**src/rtl/car_request_generator.sv**
```systemverilog
// car_request_generator: synchronises and debounces a car detector and drives the
// controller 'car' request until red is shown or a hold timeout expires.
module car_request_generator #(
  parameter int DEBOUNCE_CYCLES = 4,
  parameter int HOLD_MAX        = 12,
  parameter int MIN_GAP         = 8,
  parameter int CNT_W           = 4
) (
  input  logic clk,
  input  logic reset,
  input  logic sensor_raw,
  input  logic green,
  input  logic yellow,
  input  logic red,
  output logic car,
  output logic served,
  output logic timeout,
  output logic light_err,
  output logic busy
);
  typedef enum logic [1:0] {IDLE, REQ, SERVE, COOLDOWN} state_t;
  localparam logic [CNT_W-1:0] DB_LAST   = CNT_W'(DEBOUNCE_CYCLES - 1);
  localparam logic [CNT_W-1:0] HOLD_LAST = CNT_W'(HOLD_MAX - 1);
  localparam logic [CNT_W-1:0] GAP_LAST  = CNT_W'(MIN_GAP - 1);
  localparam logic [CNT_W-1:0] CNT_MAX   = '1;
  localparam logic [CNT_W-1:0] CNT_ONE   = CNT_W'(1);
  state_t state_q, state_d;
  logic sync1_q, sync2_q;
  logic stable_q, stable_d, prev_q;
  logic pending_q, pending_d;
  logic timeout_q, timeout_d;
  logic light_err_q, light_err_d;
  logic [CNT_W-1:0] db_cnt_q, db_cnt_d;
  logic [CNT_W-1:0] hold_cnt_q, hold_cnt_d;
  logic [CNT_W-1:0] gap_cnt_q, gap_cnt_d;
  logic [CNT_W-1:0] hold_inc, gap_inc;
  logic event_det, red_ok;
  assign red_ok    = red & ~green & ~yellow;
  assign event_det = stable_q & ~prev_q;
  assign hold_inc  = (hold_cnt_q == CNT_MAX) ? hold_cnt_q : hold_cnt_q + CNT_ONE;
  assign gap_inc   = (gap_cnt_q == CNT_MAX) ? gap_cnt_q : gap_cnt_q + CNT_ONE;
  always_comb begin
    db_cnt_d    = (sync2_q == stable_q || db_cnt_q == DB_LAST) ? '0 :
                  (db_cnt_q == CNT_MAX) ? db_cnt_q : db_cnt_q + CNT_ONE;
    stable_d    = (sync2_q != stable_q && db_cnt_q == DB_LAST) ? sync2_q : stable_q;
    light_err_d = (2'(green) + 2'(yellow) + 2'(red)) != 2'd1;
  end
  always_comb begin
    state_d    = state_q;
    hold_cnt_d = hold_cnt_q;
    gap_cnt_d  = gap_cnt_q;
    timeout_d  = 1'b0;
    case (state_q)
      IDLE: begin
        if (event_det) begin
          state_d    = REQ;
          hold_cnt_d = '0;
        end
      end
      REQ: begin
        hold_cnt_d = hold_inc;
        if (red_ok) begin
          state_d = SERVE;
        end else if (hold_cnt_q == HOLD_LAST) begin
          state_d   = COOLDOWN;
          timeout_d = 1'b1;
          gap_cnt_d = '0;
        end
      end
      SERVE: begin
        state_d   = COOLDOWN;
        gap_cnt_d = '0;
      end
      COOLDOWN: begin
        gap_cnt_d = gap_inc;
        if (gap_cnt_q == GAP_LAST) begin
          state_d    = (pending_q | event_det) ? REQ : IDLE;
          hold_cnt_d = '0;
        end
      end
      default: state_d = IDLE;
    endcase
    // a press that coincides with entering REQ is consumed by that request
    pending_d = (state_d == REQ && state_q != REQ) ? 1'b0 :
                pending_q | (event_det && state_q != IDLE);
  end
  always_ff @(posedge clk or negedge reset) begin
    if (!reset) begin
      state_q     <= IDLE;
      sync1_q     <= 1'b0;
      sync2_q     <= 1'b0;
      stable_q    <= 1'b0;
      prev_q      <= 1'b0;
      pending_q   <= 1'b0;
      timeout_q   <= 1'b0;
      light_err_q <= 1'b0;
      db_cnt_q    <= '0;
      hold_cnt_q  <= '0;
      gap_cnt_q   <= '0;
    end else begin
      state_q     <= state_d;
      sync1_q     <= sensor_raw;
      sync2_q     <= sync1_q;
      stable_q    <= stable_d;
      prev_q      <= stable_q;
      pending_q   <= pending_d;
      timeout_q   <= timeout_d;
      light_err_q <= light_err_d;
      db_cnt_q    <= db_cnt_d;
      hold_cnt_q  <= hold_cnt_d;
      gap_cnt_q   <= gap_cnt_d;
    end
  end
  assign car       = state_q == REQ;
  assign served    = state_q == SERVE;
  assign busy      = state_q != IDLE;
  assign timeout   = timeout_q;
  assign light_err = light_err_q;
endmodule
```
**config.mk**
```make
export PLATFORM = sky130hd
export DESIGN_NAME = car_request_generator
export DESIGN_NICKNAME = d
export VERILOG_FILES = /design/src/rtl/car_request_generator.sv
export SDC_FILE = /design/constraint.sdc
export NUM_CORES = 1
export LEC_CHECK = 0
export CORE_ASPECT_RATIO = 1.1
export CORE_MARGIN = 3
export CORE_UTILIZATION = 55
export DETAILED_ROUTE_END_ITERATION = 8
export PLACE_DENSITY = 0.77
export SYNTH_ARGS = -nofsm -noshare
export SYNTH_HDL_FRONTEND = slang
export SYNTH_SLANG_ARGS = --single-unit
```
**constraint.sdc**
```tcl
create_clock -name clk -period 2.65 [get_ports clk]
set_clock_uncertainty 0.2 [all_clocks]
set_input_delay 0.53 -clock clk [delete_from_list [all_inputs] [get_ports clk]]
set_output_delay 0.53 -clock clk [all_outputs]
set_load 0.005 [all_outputs]
```
# After elaboration in Yosys (flattened, before gate mapping)
# Cells that the tools add are included.
dict set report totals {
  reg_bits 21
  word_cells 75
  output_inout_bits 5
  inputBits 6
}
dict set report classes {
  n_eq_ne 21
  bitwise 8
  add_sub_neg 5
  reduce_logical 10
  n_mux 20
}
# cell n
set ops {}
lappend ops {{4-bit 2-to-1 mux} 8}
lappend ops {{4-bit case mux with 3 select lines} 2}
lappend ops {{4-bit equality test (second input constant)} 4}
lappend ops {{4-bit by 1-bit adder with 4-bit output (second input constant)} 3}
lappend ops {{2-bit inequality test (second input constant)} 6}
lappend ops {{2-bit 2-to-1 mux} 4}
lappend ops {{2-bit case mux with 4 select lines} 1}
lappend ops {{4-bit AND reduction} 2}
lappend ops {{2-bit by 1-bit inequality test with 1-bit output (second input constant)} 3}
lappend ops {{3-bit nonzero test} 2}
lappend ops {{1-bit 2-to-1 mux} 5}
lappend ops {{2-bit by 1-bit equality test with 1-bit output (second input constant)} 2}
lappend ops {{2-bit equality test (second input constant)} 2}
lappend ops {{4-bit by 2-bit equality test with 1-bit output (second input constant)} 1}
lappend ops {{4-bit by 3-bit equality test with 1-bit output (second input constant)} 1}
lappend ops {{1-bit AND} 3}
lappend ops {{1-bit logical AND} 3}
lappend ops {{1-bit NOT} 3}
lappend ops {{1-bit by 1-bit adder with 2-bit output} 1}
lappend ops {{2-bit by 1-bit adder with 2-bit output} 1}
lappend ops {{2-bit logical NOT} 1}
lappend ops {{1-bit bitwise OR} 2}
lappend ops {{2-bit nonzero test} 1}
lappend ops {{1-bit equality test} 1}
lappend ops {{other kinds (2)} 2}

# Longest topological paths before layout
dict set report depth {
  word_depth 9
  mapped_depth 5
  ltp_nobuf 5
}

# Worst setup path before layout
# No wires, ideal clock.
dict set report synth_path {
  kind {input -> register}
  startpoint {in green}
  endpoint {reg gap_cnt_q[0]}
  path_slack_ps 1106
  path_buffers 0
  arrival_time_ps 1213
  stages 5
  path_cell_list {inv_1 -> ha_1 -> nand2b_1 -> nor4b_4 -> o32ai_1}
}
dict set report synth_via {
  elab_chain_cells 5
}
# item line
set synth_lines {}
lappend synth_lines {{start, declared} 12} ;# input logic green,
lappend synth_lines {{1-bit NOT} 38} ;# assign red_ok = red & ~green & ~yellow;
lappend synth_lines {{1-bit AND (2 in series)} 38}
lappend synth_lines {{2-bit inequality test (no line)} n/a}
lappend synth_lines {{4-bit AND reduction (no line)} n/a}
lappend synth_lines {{end signal, assigned} 111} ;# gap_cnt_q <= gap_cnt_d;
lappend synth_lines {{end, declared} 35} ;# logic [CNT_W-1:0] gap_cnt_q, gap_cnt_d;
# Every way passes these cells.
# A chain may end at the register's enable or synchronous reset.

# Worst setup path in the final report
dict set report layout_path {
  startpoint {reg state_q[0]}
  endpoint {out car}
}
dict set report layout_via {
  elab_chain_cells 1
}
# item line
set layout_lines {}
lappend layout_lines {{start, declared} 27} ;# state_t state_q, state_d;
lappend layout_lines {{start signal, assigned} 101} ;# state_q <= state_d;
lappend layout_lines {{2-bit by 1-bit equality test with 1-bit output} 114} ;# assign car = state_q == REQ;
lappend layout_lines {{end, declared} 15} ;# output logic car,
# Every way passes these cells.

==> flow_metrics.tcl <==
set metrics [dict create \
    cp-startpoint "state_q[0]$_DFF_PN0_" \
    clk_pin_slew_ns 0.12 \
    fin_ws_ns 0.1807 \
    crit_chain "nor2b_1 > clkdlybuf4s50_1" \
    vdd_drop_max_v 0.0005351 \
    die_h_um 54.42 \
    via_per_inst 5.662 \
    r2r_slack_ns 0.95 \
    slew_headroom_pct 67.42 \
    seqPwrFrac_pct 47.6 \
    powerDensity_nw_per_um2 913.4 \
    min_period_ns 2.469 \
    die_x_um 50.02 \
    syn_nets 123 \
    setup_tns_ns 0 \
    coreArea_um2 1902 \
    clk_latency_ns 0.30 \
    drt_iter0_drc 12 \
    worstSetupPathType "register to output pin" \
    placement.io_buffers 10 \
    drive_above_1_share_pct 12.10 \
    arrival_ns 1.74 \
    start_util_pct 61.64 \
    hold_path_class "register to register" \
    cts_buffer_depth 2 \
    num_vias 855 \
    crit_path_end "car" \
    finalCritPeriodShare_pct 93.18 \
    ys_types 37 \
    yosys-top-cells-area "dfrtp_1 45%, ha_1 4.3%, inv_1 3.2%" \
    yosysSeqAreaShare_pct 44.82 \
    cp-start-kind "register" \
    routedWlPerCell_um 14.22 \
    cts_tree "yes" \
    syn2layout_area_growth_pct 12.91 \
    required_ns 1.92 \
    clockRootBuffer "clkbuf_4" \
    p_int_uw 728.2 \
    die-area_um2 2722 \
    power_mw 1.209 \
    syn-cell-area_um2 1172 \
    yosysMostFrequentCell "dfrtp_1" \
    pwr-share-comb_pct 40.0 \
    drv_cap 0 \
    synth_top_area_share_pct 44.82 \
    worstSetupEndpointType "output pin" \
    finalNetCount 136 \
    syn_inst 112 \
    routed_wl_um 2147 \
    post_cts_resize_count 0 \
    htree_levels 1 \
    grt_pass1_vias 816 \
    place_congestion 0.7546 \
    pin_count 11 \
    grt_pass1_wl_um 3525 \
    drc_errors 0 \
    fmax_ghz 0.4050 \
    async_flop_share_pct 100.0 \
    yosysWarningCount 0 \
    tightestPinTransition_ns 0.4887 \
    antenna_found_initial 0 \
    fillers 150 \
    dr.pass1.iters 4 \
    antenna-diode-count 0 \
    cts_hold_buf 0 \
    switching_share_pct 39.78 \
    dpl_cell_area_um2 1296 \
    status "completed" \
    pre_cts_slack_ns 0.4640 \
    leakagePower_nw 0.5633 \
    cts_setup_buffers 0 \
    avgSynthCellArea_um2 10.47 \
    setup_violations 0 \
    rsz0062_at_grt "no" \
    dp_hpwl_um 1655 \
    cts_num_sinks 21 \
    crit_path_max_fanout 9 \
    fp-row-count 16 \
    min_path_cells 0 \
    grt_overflow 0 \
    synth_edf_count 0 \
    r2r_end "hold_cnt_q[0]$_DFFE_PN0P_" \
    report.final.slew_viol_count 0 \
    yosys.area.top_type "dfrtp_1" \
    postRouteAntennaNets 0 \
    finish.instance_area_um2 1324 \
    netSwitchingPower_uw 481.0 \
    cpMaxStageDelayCell "dfrtp_1" \
    clkPwrFrac_pct 12.3 \
    slowest_delay_ns 0.58 \
    cts_buffers 3 \
    reg2reg_from "gap_cnt_q[0]$_DFFE_PN0P_" \
    synth_ff_type "dfrtp_1" \
    grt_max_degree 22 \
    synth-seq-cells 21 \
    grt_use_total_pct 17.46 \
    synth_common_cells "21 x dfrtp_1, 10 x inv_1, 7 x nand3_1, 6 x nand2b_1, 6 x o21ai_0" \
    rr_worst_depth 4 \
    finalHoldViolCount 0 \
]
flip-flops by register name, indices dropped and copies added (netlist names):
name	cells
prev_q	1
state_q	2
sync2_q	1
light_err	1
stable_q	1
db_cnt_q	4
timeout	1
sync1_q	1
pending_q	1
gap_cnt_q	4
hold_cnt_q	4
metal layers:
layer / up-vias / track usage (%) / wire, um
met5: - / 0 / 0
met4: 0 / 8.295 / 31
met3: 4 / 3.815 / 66
met2: 14 / 31.09 / 1075
met1: 409 / 20.17 / 973
li1: 428 / - / -
worst min-delay path by stage:
stage,start,end,slack (ns)
after floorplan,reset,db_cnt_q[0]$_DFFE_PN0P_,0.03
after global placement,sync1_q$_DFF_PN0_,sync2_q$_DFF_PN0_,0.13
after detailed placement,sync1_q$_DFF_PN0_,sync2_q$_DFF_PN0_,0.15
after CTS,sync1_q$_DFF_PN0_,sync2_q$_DFF_PN0_,0.18
after global routing,sync1_q$_DFF_PN0_,sync2_q$_DFF_PN0_,0.18
final,sync1_q$_DFF_PN0_,sync2_q$_DFF_PN0_,0.17
cell families after synthesis:
group           synth area share, %
buf+inv                       5.655
mux                           3.522
simple gates                  21.02
fa+ha+maj                     5.977
compound gates                17.50
flops                         44.82
xor+xnor                      1.494
layout make-up:
cell class	count	area [um^2]	area share [%]
Timing Repair Buffer	12	115.1	8.696
Clock buffer	3	22.52	1.701
Clock inverter	1	5.005	0.3781
Inverter	11	41.29	3.119
Tap cell	27	33.78	2.552
Multi-Input combinational cell	76	580.6	43.86
Sequential cell	21	525.5	39.70
stage by stage:
step | utilization (%) | hold WS (ns) | instances
after floorplan | - | 0.03441 | 112
after global placement | 68.16 | 0.1342 | 147
after detailed placement | 68.16 | 0.1497 | 147
after CTS | 69.61 | 0.1787 | 151
after global routing | 69.61 | 0.1824 | 151
final | 69.61 | 0.1700 | 151
placed cells by master, fill, tap and decap left out, types with 2 or more instances in the layout:
master	instances
nor2b_1	5
inv_1	10
a21oi_1	4
a31oi_1	3
and3_1	3
mux2i_1	3
o32ai_1	4
nor3b_1	3
buf_4	2
nand2b_1	6
clkbuf_4	3
dfrtp_1	21
ha_1	4
o21ai_0	6
clkdlybuf4s50_1	10
nor2_1	3
nand3_1	7
nand2_1	5
xnor2_1	2
nor3_1	2
power groups by stage:
stage / sequential, mW / combinational, mW / clock (mW)
after global placement: 0.568 / 0.452 / 0
after detailed placement: 0.582 / 0.486 / 0
final: 0.576 / 0.484 / 0.149
after global routing: 0.593 / 0.537 / 0.169
after floorplan: 0.522 / 0.398 / 0
after CTS: 0.575 / 0.488 / 0.158
critical path: cells and delay by family, from the launching register on:
family / cells / cell delay [ns]
buffers and inverters: 1 / 0.55
and+or+nand+nor: 1 / 0.30
DFF: 1 / 0.58
Power figures use the tool's default switching activity.
